**src/rtl/mem_port_arbiter_pkg.sv**
```systemverilog
`default_nettype none
// ============================================================================
// Module      : mem_port_arbiter_pkg
// Description : Shared encodings for the unified memory port arbiter:
//               arbiter FSM states and requester identifiers.
// Revision    : 1.0 - initial release
// ============================================================================
package mem_port_arbiter_pkg;

    // Arbiter FSM state encodings
    typedef enum logic [1:0] {
        ARB_IDLE   = 2'b00,
        ARB_ACCESS = 2'b01,
        ARB_DONE   = 2'b10
    } arb_state_t;

    // Requester identifiers, as reported on gnt_id
    localparam logic REQ_CPU = 1'b0;
    localparam logic REQ_DMA = 1'b1;

endpackage : mem_port_arbiter_pkg
`default_nettype wire

```
**src/rtl/mem_port_arbiter_if.sv**
```systemverilog
`default_nettype none
// ============================================================================
// Module      : mem_port_arbiter_if
// Description : Bundle of the two requester handshakes plus the memory-side
//               handshake. The slave modport is the arbiter's view; the
//               master modport is the environment's view (requesters and
//               memory model).
// Revision    : 1.0 - initial release
// ============================================================================
interface mem_port_arbiter_if #(
    parameter int ADDR_W = 32,
    parameter int DATA_W = 32
);
    // Requester 0 (CPU control path)
    logic              r0_req;
    logic              r0_we;
    logic [ADDR_W-1:0] r0_addr;
    logic [DATA_W-1:0] r0_wdata;
    logic              r0_done;
    logic              r0_err;
    // Requester 1 (loader / DMA)
    logic              r1_req;
    logic              r1_we;
    logic [ADDR_W-1:0] r1_addr;
    logic [DATA_W-1:0] r1_wdata;
    logic              r1_done;
    logic              r1_err;
    // Shared status
    logic [DATA_W-1:0] rdata;
    logic              gnt_id;
    logic              busy;
    // Memory side
    logic              mem_req;
    logic              mem_we;
    logic [ADDR_W-1:0] mem_addr;
    logic [DATA_W-1:0] mem_wdata;
    logic [DATA_W-1:0] mem_rdata;
    logic              mem_ready;

    modport slave (
        input  r0_req, r0_we, r0_addr, r0_wdata,
        input  r1_req, r1_we, r1_addr, r1_wdata,
        input  mem_rdata, mem_ready,
        output r0_done, r0_err, r1_done, r1_err,
        output rdata, gnt_id, busy,
        output mem_req, mem_we, mem_addr, mem_wdata
    );

    modport master (
        output r0_req, r0_we, r0_addr, r0_wdata,
        output r1_req, r1_we, r1_addr, r1_wdata,
        output mem_rdata, mem_ready,
        input  r0_done, r0_err, r1_done, r1_err,
        input  rdata, gnt_id, busy,
        input  mem_req, mem_we, mem_addr, mem_wdata
    );

endinterface : mem_port_arbiter_if
`default_nettype wire

```
**src/rtl/mem_port_arbiter_rr_pick2.sv**
```systemverilog
`default_nettype none
// ============================================================================
// Module      : rr_pick2
// Description : Combinational two-way round-robin picker. On a tie the
//               requester that did not win last time is chosen.
// Revision    : 1.0 - initial release
// ============================================================================
module rr_pick2 (
    input  wire logic [1:0] req,
    input  wire logic       last,
    output logic            valid,
    output logic            winner
);

    // Tie goes to the side that did not win last; otherwise the lone requester
    always_comb begin
        valid  = |req;
        winner = (req == 2'b11) ? ~last : req[1];
    end

endmodule : rr_pick2
`default_nettype wire

```
**src/rtl/mem_port_arbiter.sv**
```systemverilog
`default_nettype none
// ============================================================================
// Module      : mem_port_arbiter
// Description : Round-robin arbiter sharing one memory port between the CPU
//               control path (requester 0) and the loader/DMA (requester 1).
//               One access in flight, registered outputs, memory timeout.
// Revision    : 1.0 - initial release
// ============================================================================
module mem_port_arbiter
    import mem_port_arbiter_pkg::*;
#(
    parameter int ADDR_W  = 32,
    parameter int DATA_W  = 32,
    parameter int TIMEOUT = 64
) (
    input  wire logic           clk,
    input  wire logic           reset,
    mem_port_arbiter_if.slave   bus
);

    localparam int               CNT_W     = $clog2(TIMEOUT);
    localparam logic [CNT_W-1:0] CNT_LIMIT = CNT_W'(TIMEOUT - 1);

    arb_state_t        r_state,     w_state_nxt;
    logic              r_last_gnt,  w_last_nxt;
    logic              r_gnt_id,    w_gnt_nxt;
    logic              r_we,        w_we_nxt;
    logic [ADDR_W-1:0] r_addr,      w_addr_nxt;
    logic [DATA_W-1:0] r_wdata,     w_wdata_nxt;
    logic [DATA_W-1:0] r_rdata,     w_rdata_nxt;
    logic [CNT_W-1:0]  r_cnt,       w_cnt_nxt;
    logic [1:0]        r_done,      w_done_nxt;
    logic [1:0]        r_err,       w_err_nxt;
    logic              r_busy,      w_busy_nxt;
    logic              r_mem_req,   w_mem_req_nxt;
    logic              r_mem_we,    w_mem_we_nxt;

    logic              w_pick_valid;
    logic              w_pick_winner;

    rr_pick2 u_pick (
        .req    ({bus.r1_req, bus.r0_req}),
        .last   (r_last_gnt),
        .valid  (w_pick_valid),
        .winner (w_pick_winner)
    );

    // State and output registers; reset abandons any access without a pulse
    always_ff @(posedge clk or negedge reset) begin
        if (!reset) begin
            r_state    <= ARB_IDLE;
            r_last_gnt <= REQ_DMA;
            r_gnt_id   <= REQ_CPU;
            r_we       <= 1'b0;
            r_addr     <= '0;
            r_wdata    <= '0;
            r_rdata    <= '0;
            r_cnt      <= '0;
            r_done     <= 2'b00;
            r_err      <= 2'b00;
            r_busy     <= 1'b0;
            r_mem_req  <= 1'b0;
            r_mem_we   <= 1'b0;
        end else begin
            r_state    <= w_state_nxt;
            r_last_gnt <= w_last_nxt;
            r_gnt_id   <= w_gnt_nxt;
            r_we       <= w_we_nxt;
            r_addr     <= w_addr_nxt;
            r_wdata    <= w_wdata_nxt;
            r_rdata    <= w_rdata_nxt;
            r_cnt      <= w_cnt_nxt;
            r_done     <= w_done_nxt;
            r_err      <= w_err_nxt;
            r_busy     <= w_busy_nxt;
            r_mem_req  <= w_mem_req_nxt;
            r_mem_we   <= w_mem_we_nxt;
        end
    end

    // Next-state and next-output logic; completion takes priority over timeout
    always_comb begin
        w_state_nxt = r_state;
        w_last_nxt  = r_last_gnt;
        w_gnt_nxt   = r_gnt_id;
        w_we_nxt    = r_we;
        w_addr_nxt  = r_addr;
        w_wdata_nxt = r_wdata;
        w_rdata_nxt = r_rdata;
        w_cnt_nxt   = r_cnt;
        w_done_nxt  = 2'b00;
        w_err_nxt   = 2'b00;

        case (r_state)
            ARB_IDLE: begin
                if (w_pick_valid) begin
                    w_state_nxt = ARB_ACCESS;
                    w_gnt_nxt   = w_pick_winner;
                    w_last_nxt  = w_pick_winner;
                    w_we_nxt    = w_pick_winner ? bus.r1_we    : bus.r0_we;
                    w_addr_nxt  = w_pick_winner ? bus.r1_addr  : bus.r0_addr;
                    w_wdata_nxt = w_pick_winner ? bus.r1_wdata : bus.r0_wdata;
                    w_cnt_nxt   = '0;
                end
            end
            ARB_ACCESS: begin
                if (bus.mem_ready) begin
                    if (!r_we) begin
                        w_rdata_nxt = bus.mem_rdata;
                    end
                    w_done_nxt[r_gnt_id] = 1'b1;
                    w_state_nxt          = ARB_DONE;
                end else if (r_cnt == CNT_LIMIT) begin
                    w_err_nxt[r_gnt_id] = 1'b1;
                    w_state_nxt         = ARB_DONE;
                end else begin
                    w_cnt_nxt = r_cnt + CNT_W'(1);
                end
            end
            ARB_DONE: begin
                w_state_nxt = ARB_IDLE;
            end
            default: begin
                w_state_nxt = ARB_IDLE;
            end
        endcase

        w_busy_nxt    = (w_state_nxt != ARB_IDLE);
        w_mem_req_nxt = (w_state_nxt == ARB_ACCESS);
        w_mem_we_nxt  = w_we_nxt & w_mem_req_nxt;
    end

    assign bus.r0_done   = r_done[0];
    assign bus.r1_done   = r_done[1];
    assign bus.r0_err    = r_err[0];
    assign bus.r1_err    = r_err[1];
    assign bus.rdata     = r_rdata;
    assign bus.gnt_id    = r_gnt_id;
    assign bus.busy      = r_busy;
    assign bus.mem_req   = r_mem_req;
    assign bus.mem_we    = r_mem_we;
    assign bus.mem_addr  = r_addr;
    assign bus.mem_wdata = r_wdata;

endmodule : mem_port_arbiter
`default_nettype wire

```
**src/flat_wrapper.sv**
```systemverilog
// flat-port wrapper written by rule: the top's interface ports become plain ports
module mem_port_arbiter_flat import mem_port_arbiter_pkg::*;
#(
    parameter int ADDR_W  = 32,
    parameter int DATA_W  = 32,
    parameter int TIMEOUT = 64
)
  (clk, reset, bus_r0_req, bus_r0_we, bus_r0_addr, bus_r0_wdata, bus_r1_req, bus_r1_we, bus_r1_addr, bus_r1_wdata, bus_mem_rdata, bus_mem_ready, bus_r0_done, bus_r0_err, bus_r1_done, bus_r1_err, bus_rdata, bus_gnt_id, bus_busy, bus_mem_req, bus_mem_we, bus_mem_addr, bus_mem_wdata);
  mem_port_arbiter_if #(.ADDR_W(ADDR_W), .DATA_W(DATA_W)) bus_i ();
  input  wire logic clk;
  input  wire logic reset;
  input wire logic [$bits(bus_i.r0_req)-1:0] bus_r0_req;
  input wire logic [$bits(bus_i.r0_we)-1:0] bus_r0_we;
  input wire logic [$bits(bus_i.r0_addr)-1:0] bus_r0_addr;
  input wire logic [$bits(bus_i.r0_wdata)-1:0] bus_r0_wdata;
  input wire logic [$bits(bus_i.r1_req)-1:0] bus_r1_req;
  input wire logic [$bits(bus_i.r1_we)-1:0] bus_r1_we;
  input wire logic [$bits(bus_i.r1_addr)-1:0] bus_r1_addr;
  input wire logic [$bits(bus_i.r1_wdata)-1:0] bus_r1_wdata;
  input wire logic [$bits(bus_i.mem_rdata)-1:0] bus_mem_rdata;
  input wire logic [$bits(bus_i.mem_ready)-1:0] bus_mem_ready;
  output wire logic [$bits(bus_i.r0_done)-1:0] bus_r0_done;
  output wire logic [$bits(bus_i.r0_err)-1:0] bus_r0_err;
  output wire logic [$bits(bus_i.r1_done)-1:0] bus_r1_done;
  output wire logic [$bits(bus_i.r1_err)-1:0] bus_r1_err;
  output wire logic [$bits(bus_i.rdata)-1:0] bus_rdata;
  output wire logic [$bits(bus_i.gnt_id)-1:0] bus_gnt_id;
  output wire logic [$bits(bus_i.busy)-1:0] bus_busy;
  output wire logic [$bits(bus_i.mem_req)-1:0] bus_mem_req;
  output wire logic [$bits(bus_i.mem_we)-1:0] bus_mem_we;
  output wire logic [$bits(bus_i.mem_addr)-1:0] bus_mem_addr;
  output wire logic [$bits(bus_i.mem_wdata)-1:0] bus_mem_wdata;
  assign bus_i.r0_req = bus_r0_req;
  assign bus_i.r0_we = bus_r0_we;
  assign bus_i.r0_addr = bus_r0_addr;
  assign bus_i.r0_wdata = bus_r0_wdata;
  assign bus_i.r1_req = bus_r1_req;
  assign bus_i.r1_we = bus_r1_we;
  assign bus_i.r1_addr = bus_r1_addr;
  assign bus_i.r1_wdata = bus_r1_wdata;
  assign bus_i.mem_rdata = bus_mem_rdata;
  assign bus_i.mem_ready = bus_mem_ready;
  assign bus_r0_done = bus_i.r0_done;
  assign bus_r0_err = bus_i.r0_err;
  assign bus_r1_done = bus_i.r1_done;
  assign bus_r1_err = bus_i.r1_err;
  assign bus_rdata = bus_i.rdata;
  assign bus_gnt_id = bus_i.gnt_id;
  assign bus_busy = bus_i.busy;
  assign bus_mem_req = bus_i.mem_req;
  assign bus_mem_we = bus_i.mem_we;
  assign bus_mem_addr = bus_i.mem_addr;
  assign bus_mem_wdata = bus_i.mem_wdata;
  mem_port_arbiter #(.ADDR_W(ADDR_W), .DATA_W(DATA_W), .TIMEOUT(TIMEOUT)) u_core (.clk(clk), .reset(reset), .bus(bus_i));
endmodule
```
**config.mk**
```make
export PLATFORM = sky130hd
export DESIGN_NAME = mem_port_arbiter_flat
export DESIGN_NICKNAME = d
export VERILOG_FILES = /design/src/rtl/mem_port_arbiter_pkg.sv /design/src/rtl/mem_port_arbiter_if.sv /design/src/rtl/mem_port_arbiter_rr_pick2.sv /design/src/rtl/mem_port_arbiter.sv /design/src/flat_wrapper.sv
export SDC_FILE = /design/constraint.sdc
export NUM_CORES = 1
export LEC_CHECK = 0
export CORE_ASPECT_RATIO = 0.6
export CORE_MARGIN = 5
export CORE_UTILIZATION = 42
export DETAILED_ROUTE_END_ITERATION = 16
export GPL_ROUTABILITY_DRIVEN = 0
export PLACE_DENSITY = 0.92
export SLEW_MARGIN = 25
export SYNTH_ARGS = -nofsm -noshare
export SYNTH_HDL_FRONTEND = slang
export SYNTH_HIERARCHICAL = 1
export SYNTH_SLANG_ARGS = --single-unit
```
**constraint.sdc**
```tcl
create_clock -name clk -period 2.86 [get_ports clk]
set_input_delay 0.429 -clock clk [delete_from_list [all_inputs] [get_ports clk]]
set_output_delay 0.429 -clock clk [all_outputs]
set_load 0.02 [all_outputs]
```
# After elaboration in Yosys (flattened, before gate mapping)
# Index checks and enable logic that the tools add are counted.
[word_totals]
ff_bits = 114
in_bits = 167
output_inout_bits = 104
wordCells = 55
[op_classes]
n_addsub = 1
order_cmp = 2
n_eq_ne = 7
muxes = 21
n_bitwise = 3
reduce_logical = 8
[ops]
columns = ["op", "count"]
rows = [
  ["$mux W32", 2],
  ["$mux W6", 3],
  ["$mux W2", 8],
  ["$pmux W6 S2", 1],
  ["$add A6 B1 Y6 const B", 1],
  ["$eq A6 B6 Y1 const B", 1],
  ["$ne A2 B2 Y1 const B", 3],
  ["$mux W1", 5],
  ["$eq A2 B1 Y1 const B", 2],
  ["$pmux W2 S2", 1],
  ["$reduce_and A4 Y1", 1],
  ["$reduce_bool A2 Y1", 2],
  ["$reduce_and A3 Y1", 1],
  ["$eq A2 B2 Y1 const B", 1],
  ["$logic_not A2 Y1", 1],
  ["$lt A1 B2 Y1 const B", 1],
  ["$not A1 Y1", 2],
  ["$reduce_and A2 Y1", 1],
  ["$reduce_or A2 Y1", 1],
  ["$and A1 B1 Y1", 1],
  ["$demux W1 S1", 1],
  ["$ge A1 B1 Y1 const B", 1],
  ["$logic_and A1 B1 Y1", 1],
]

# Longest topological paths before layout
[depth]
word_depth = 7
ltp_mapped = 7
depth_no_buf = 4

# Hierarchy
# The synthesis kept the hierarchy.
[modules_own_cells]
columns = ["module", "n_inst", "cells_per_inst", "area_each_um2", "seq_area_each_um2"]
rows = [
  ["mem_port_arbiter", 1, 416, 4885.9, 2854.0],
  ["rr_pick2", 1, 2, 13.8, 0.0],
]

# Worst setup path after synthesis
# No wires, ideal clock.
[synth_path]
kind = "input-to-reg"
start = "input port bus_r1_req"
end = "register u_core.r_addr[31] (netlist: u_core/bus.mem_addr[31])"
setup_ns = 0.128
arrival_ns = 1.408
t_required_ns = 2.732
path_slack_ns = 1.324
stages = 5
n_path_buf = 2
cell_sequence = "a21boi_1 > buf_2 > buf_2 > mux2i_1 > o21ai_0"
[synth_via]
elab_chain_cells = 3
word_cells_on_any_way = 5
cone_classes = "eq/ne: 1; mux: 2; reduce/logical: 2"
[synth_rtl]
columns = ["element", "line_no", "rtl"]
rows = [
  ["start, declared", "flat_wrapper.sv:16", "input wire logic [$bits(bus_i.r1_req)-1:0] bus_r1_req;"],
  ["$eq A2 B2 Y1", "mem_port_arbiter_rr_pick2.sv:18", "winner = (req == 2'b11) ? ~last : req[1];"],
  ["$mux W1", "mem_port_arbiter_rr_pick2.sv:18", ""],
  ["$mux W32", "mem_port_arbiter.sv:101", "w_addr_nxt = w_pick_winner ? bus.r1_addr : bus.r0_addr;"],
  ["end signal, assigned", "mem_port_arbiter.sv:69", "r_addr <= w_addr_nxt;"],
  ["end, declared", "mem_port_arbiter.sv:28", "logic [ADDR_W-1:0] r_addr, w_addr_nxt;"],
]
# Parallel ways exist; a longest one is shown, timed or not.
# A chain may end at the register's enable or synchronous reset.

# Worst setup path in the final report
[layout_path]
start = "input port bus_r0_req"
end = "register u_core.r_addr[7] (netlist: u_core/bus.mem_addr[7])"
[layout_via]
word_cells_on_any_way = 5
cone_classes = "eq/ne: 1; mux: 2; reduce/logical: 2"
[layout_lines]
columns = ["element", "line_no", "rtl"]
rows = [
  ["start, declared", "flat_wrapper.sv:12", "input wire logic [$bits(bus_i.r0_req)-1:0] bus_r0_req;"],
  ["$reduce_or A2 Y1", "mem_port_arbiter_rr_pick2.sv:17", "valid = |req;"],
  ["via u_core.w_pick_valid", "mem_port_arbiter.sv:38", "logic w_pick_valid;"],
  ["$reduce_and A2 Y1 (no line)", "-", ""],
]
# The timed path passes the listed nets, and every way through them passes these cells.

==> impl.org <==
** Run status
- Status :: complete, no violations

** Synthesis
- Yosys printed 6 warnings.
- The synthesized design contains 114 register bits.
- Synthesized netlist cell count :: 418
- After synthesis, flip-flops and latches occupy 58.2% of the total area.
- Each instance of the synthesized netlist takes up on average 11.7 um^2.
- After synthesis, the netlist uses 37 different library cells.
- Number of nets produced by synthesis :: 586
- Cell area after synthesis :: 0.00490 mm^2

** Route
- The detailed router placed ~4.2k vias in this run.
- The detail route stage leaves a number of antenna-violating nets equal to 0.
- Sum of routed wire length over all layers :: 15.8 mm
- Post-DR vias/cell :: roughly 5
- In the routed design, unresolved DRC markers number 0.
- DR iter-0 viols :: 197
- In the final routed layout, each cell accounts on average for 18.4 um.
- First-pass iteration count of the detailed router :: 4

** Pwr
- Pleak :: around 3.7 nW
- Pwr Total :: 9.31 mW
- Peak supply drop :: 0.000545 V
- Total power per unit cell area :: approximately 1100 mW/mm^2

** Timing
- Setup violations remaining at the end of the flow were counted as 0.
- Measured slew at the worst slew-check pin :: 0.755 ns
- The number of slew-limit violations in the final report came to 0.
- Setup repair after global routing missed its margin :: no
- Worst-case clock skew :: 0.00630 ns
- The clock period could shrink to 1.94 ns.
- Relative slew margins :: 49.7%
- Sum Neg Setup Slack :: 0 ns
- Part of the cycle the worst path needs :: 68.0%
- Timing would allow up to 514 MHz.
- Final Hold Vio Count :: 0

** Run
- Max Cap Violations :: 0

** Floorplan
- Number of top-level pins :: 271
- The die is around 150 um wide.
- Die span in y :: 93.7 um
- Core footprint :: 0.0114 mm^2
- Number of standard-cell rows in the floorplan :: 30
- Area of the die :: 0.0140 mm^2
- Initial core utilization :: 43.1%

** Placed design
- Half-perimeter wire length after detailed placement :: about 12 mm
- Count of input and output buffers :: 270

** Final layout
- Count of antenna diodes in the layout :: 0
- For this run, the post-layout net count is 857.
- The library cell used most frequently in the layout, excluding fill and tap cells, is sky130_fd_sc_hd__clkdlybuf4s50_1.
- Relative to the synthesized area, the layout overhead comes to 72.1%.
- Leaving out fill and tap cells, the most frequent cells in the layout are sky130_fd_sc_hd__clkdlybuf4s50_1 (269), sky130_fd_sc_hd__dfrtp_1 (113), sky130_fd_sc_hd__nand2_1 (79).
- Fraction of final layout cells sized beyond drive strength 1 :: between 10% and 20%

** Clock network
- Buffer levels on the longest clock path :: 2
- The number of setup buffers added after CTS is 0.
- After clock tree synthesis, the clock-pin slew on the worst setup and hold paths is 0.05 ns.
- Clock tree from TritonCTS :: done
- The clock drives 114 sinks.
- CTS Hold Bufs :: 0
- The clock reaches the later pin of the worst-skew pair after 0.40 ns.
- Once the clock tree was built, the resizer swapped 0 gates to a different size.
- The tree is rooted in a sky130_fd_sc_hd__clkbuf_16.
- CTS built an H-tree with a depth of 4.
- Cts bufs inserted :: 17

** Setup path
- STA classifies the critical path endpoint as a register.
- At the worst endpoint, the arrival time is 2.20 ns.
- By startpoint and endpoint, the worst setup path is classified as in2reg.
- The critical path goes through clkdlybuf4s50_1, or2_1, or3b_4, buf_12, nand2_1, o21ai_1.
- Cell count of the worst reg-to-reg path :: 4
- In this run the critical register-to-register path is captured at u_core/bus.mem_we$_DFF_PN0_.
- CP max-delay cell :: sky130_fd_sc_hd__or3b_4
- Setup slack on the worst flop-to-flop path :: 1.13 ns
- STA classifies the critical path startpoint as an input port.
- Slowest cell delay on critical path :: 0.55 ns
- At the worst endpoint, the required time is 3.12 ns.
- Worst reg2reg startpoint :: u_core/r_cnt[0]$_DFFE_PN0P_
- Max FO, Critical Path :: 77

** Min path
- The worst hold path belongs to the class in2async.

** Global route
- Wire length of the first global-routing pass :: 24.5 mm
- Number of global-route vias before repair :: 4565
- Global-route usage over all layers :: 22.5%
- Antenna violations before repair :: 0
- The total overflow left after global routing is 0.
- Entering global routing, the biggest net connects 78 pins.
-- cell usage after synthesis, drive strengths merged --
master	number	share of area, %
and3	3	0.38
and2	1	0.13
nor4	2	0.26
inv	3	0.23
mux2	33	7.6
or2	1	0.13
nand4	1	0.13
nor4b	1	0.18
o211a	1	0.20
or3b	2	0.36
a31oi	1	0.13
nand3b	1	0.15
o21a	1	0.15
dfstp	1	0.54
o211ai	1	0.15
a21o	1	0.15
a211oi	1	0.15
mux2i	67	14
a41oi	1	0.18
ha	1	0.26
nor3b	2	0.41
o21ai	66	6.7
clkbuf	6	0.59
nor2	5	0.43
nor3	1	0.10
nand3	1	0.10
nand2	79	6.1
nor2b	1	0.13
a21boi	1	0.15
buf	19	2.5
dfrtp	113	58
-- worst max-delay path, delay by kind of cell --
family	cells	cell delay, ns
and+or+nand+nor	3	0.85
buffers and inverters	2	0.78
AOI/OAI and AO/OA	1	0.09
-- layer usage --
layer	track usage [%]	share of wire (%)
met5	0	0
met4	5.03	0.85
met3	8.10	8.9
met2	41.4	52
met1	25.3	38
-- metrics by stage --
step                      area [um^2]  setup WS [ns]  utilization [%]  hold slack [ns]  cells
after floorplan                  4900           1.32                -            0.133    418
after global routing             8430          0.862             74.1            0.163    862
final                            8430          0.916             74.1           0.0892    862
after CTS                        8430          0.912             74.1            0.122    862
after detailed placement         7770          0.569             68.3            0.471    830
after global placement           7770          0.656             68.3            0.464    830
-- registers in the layout, summed over array words and instances, names as in the netlist --
name	flops
u_core/bus.mem_addr	32
u_core/bus.mem_wdata	32
u_core/bus.rdata	32
u_core/r_cnt	6
u_core/r_done	2
u_core/r_err	2
u_core/r_state	2
u_core/bus.busy	1
u_core/bus.gnt_id	1
u_core/bus.mem_req	1
u_core/bus.mem_we	1
u_core/r_last_gnt	1
u_core/r_we	1
-- power by group --
| part | leakage [nW] | switching [mW] | internal (mW) | total (mW) |
|---|---|---|---|---|
| combinational | 1.95 | 2.14 | 2.00 | 4.14 |
| clock | 0.314 | 0.770 | 1.58 | 2.35 |
| sequential | 1.40 | 0.446 | 2.37 | 2.82 |
-- cells by family (layout without fill, tap and decap cells) --
family	after synthesis	count (layout)	share of synthesized area, %
AO/OA/AOI/OAI	74	74	8.02
AND/OR/NAND/NOR	101	101	8.94
multiplexers	100	100	21.3
flip-flops	114	114	58.2
adder cells (fa/ha/maj)	1	1	0.255
buffers and inverters	28	312	3.27
-- cell type report --
class | count | area [um^2]
Inverter | 3 | 11.3
Timing Repair Buffer | 277 | 2800
Multi-Input combinational cell | 276 | 1900
Tap cell | 160 | 200
Fill cell | 753 | 2940
Clock inverter | 14 | 225
Clock buffer | 18 | 439
Sequential cell | 114 | 2850
-- how the worst max path moves through the flow --
stage / startpoint / endpoint / slack, ns
finish: bus_r0_req / u_core/bus.mem_addr[7]$_DFFE_PN0P_ / 0.92
global route: bus_r0_req / u_core/bus.mem_addr[7]$_DFFE_PN0P_ / 0.86
floorplan: bus_r1_req / u_core/bus.mem_addr[31]$_DFFE_PN0P_ / 1.32
CTS: u_core/bus.gnt_id$_DFFE_PN0P_ / bus_gnt_id / 0.91
detailed placement: bus_r0_req / u_core/bus.mem_addr[7]$_DFFE_PN0P_ / 0.57
global placement: bus_r0_req / u_core/r_cnt[1]$_DFFE_PN0P_ / 0.66
(Power assumes the default switching activity.)
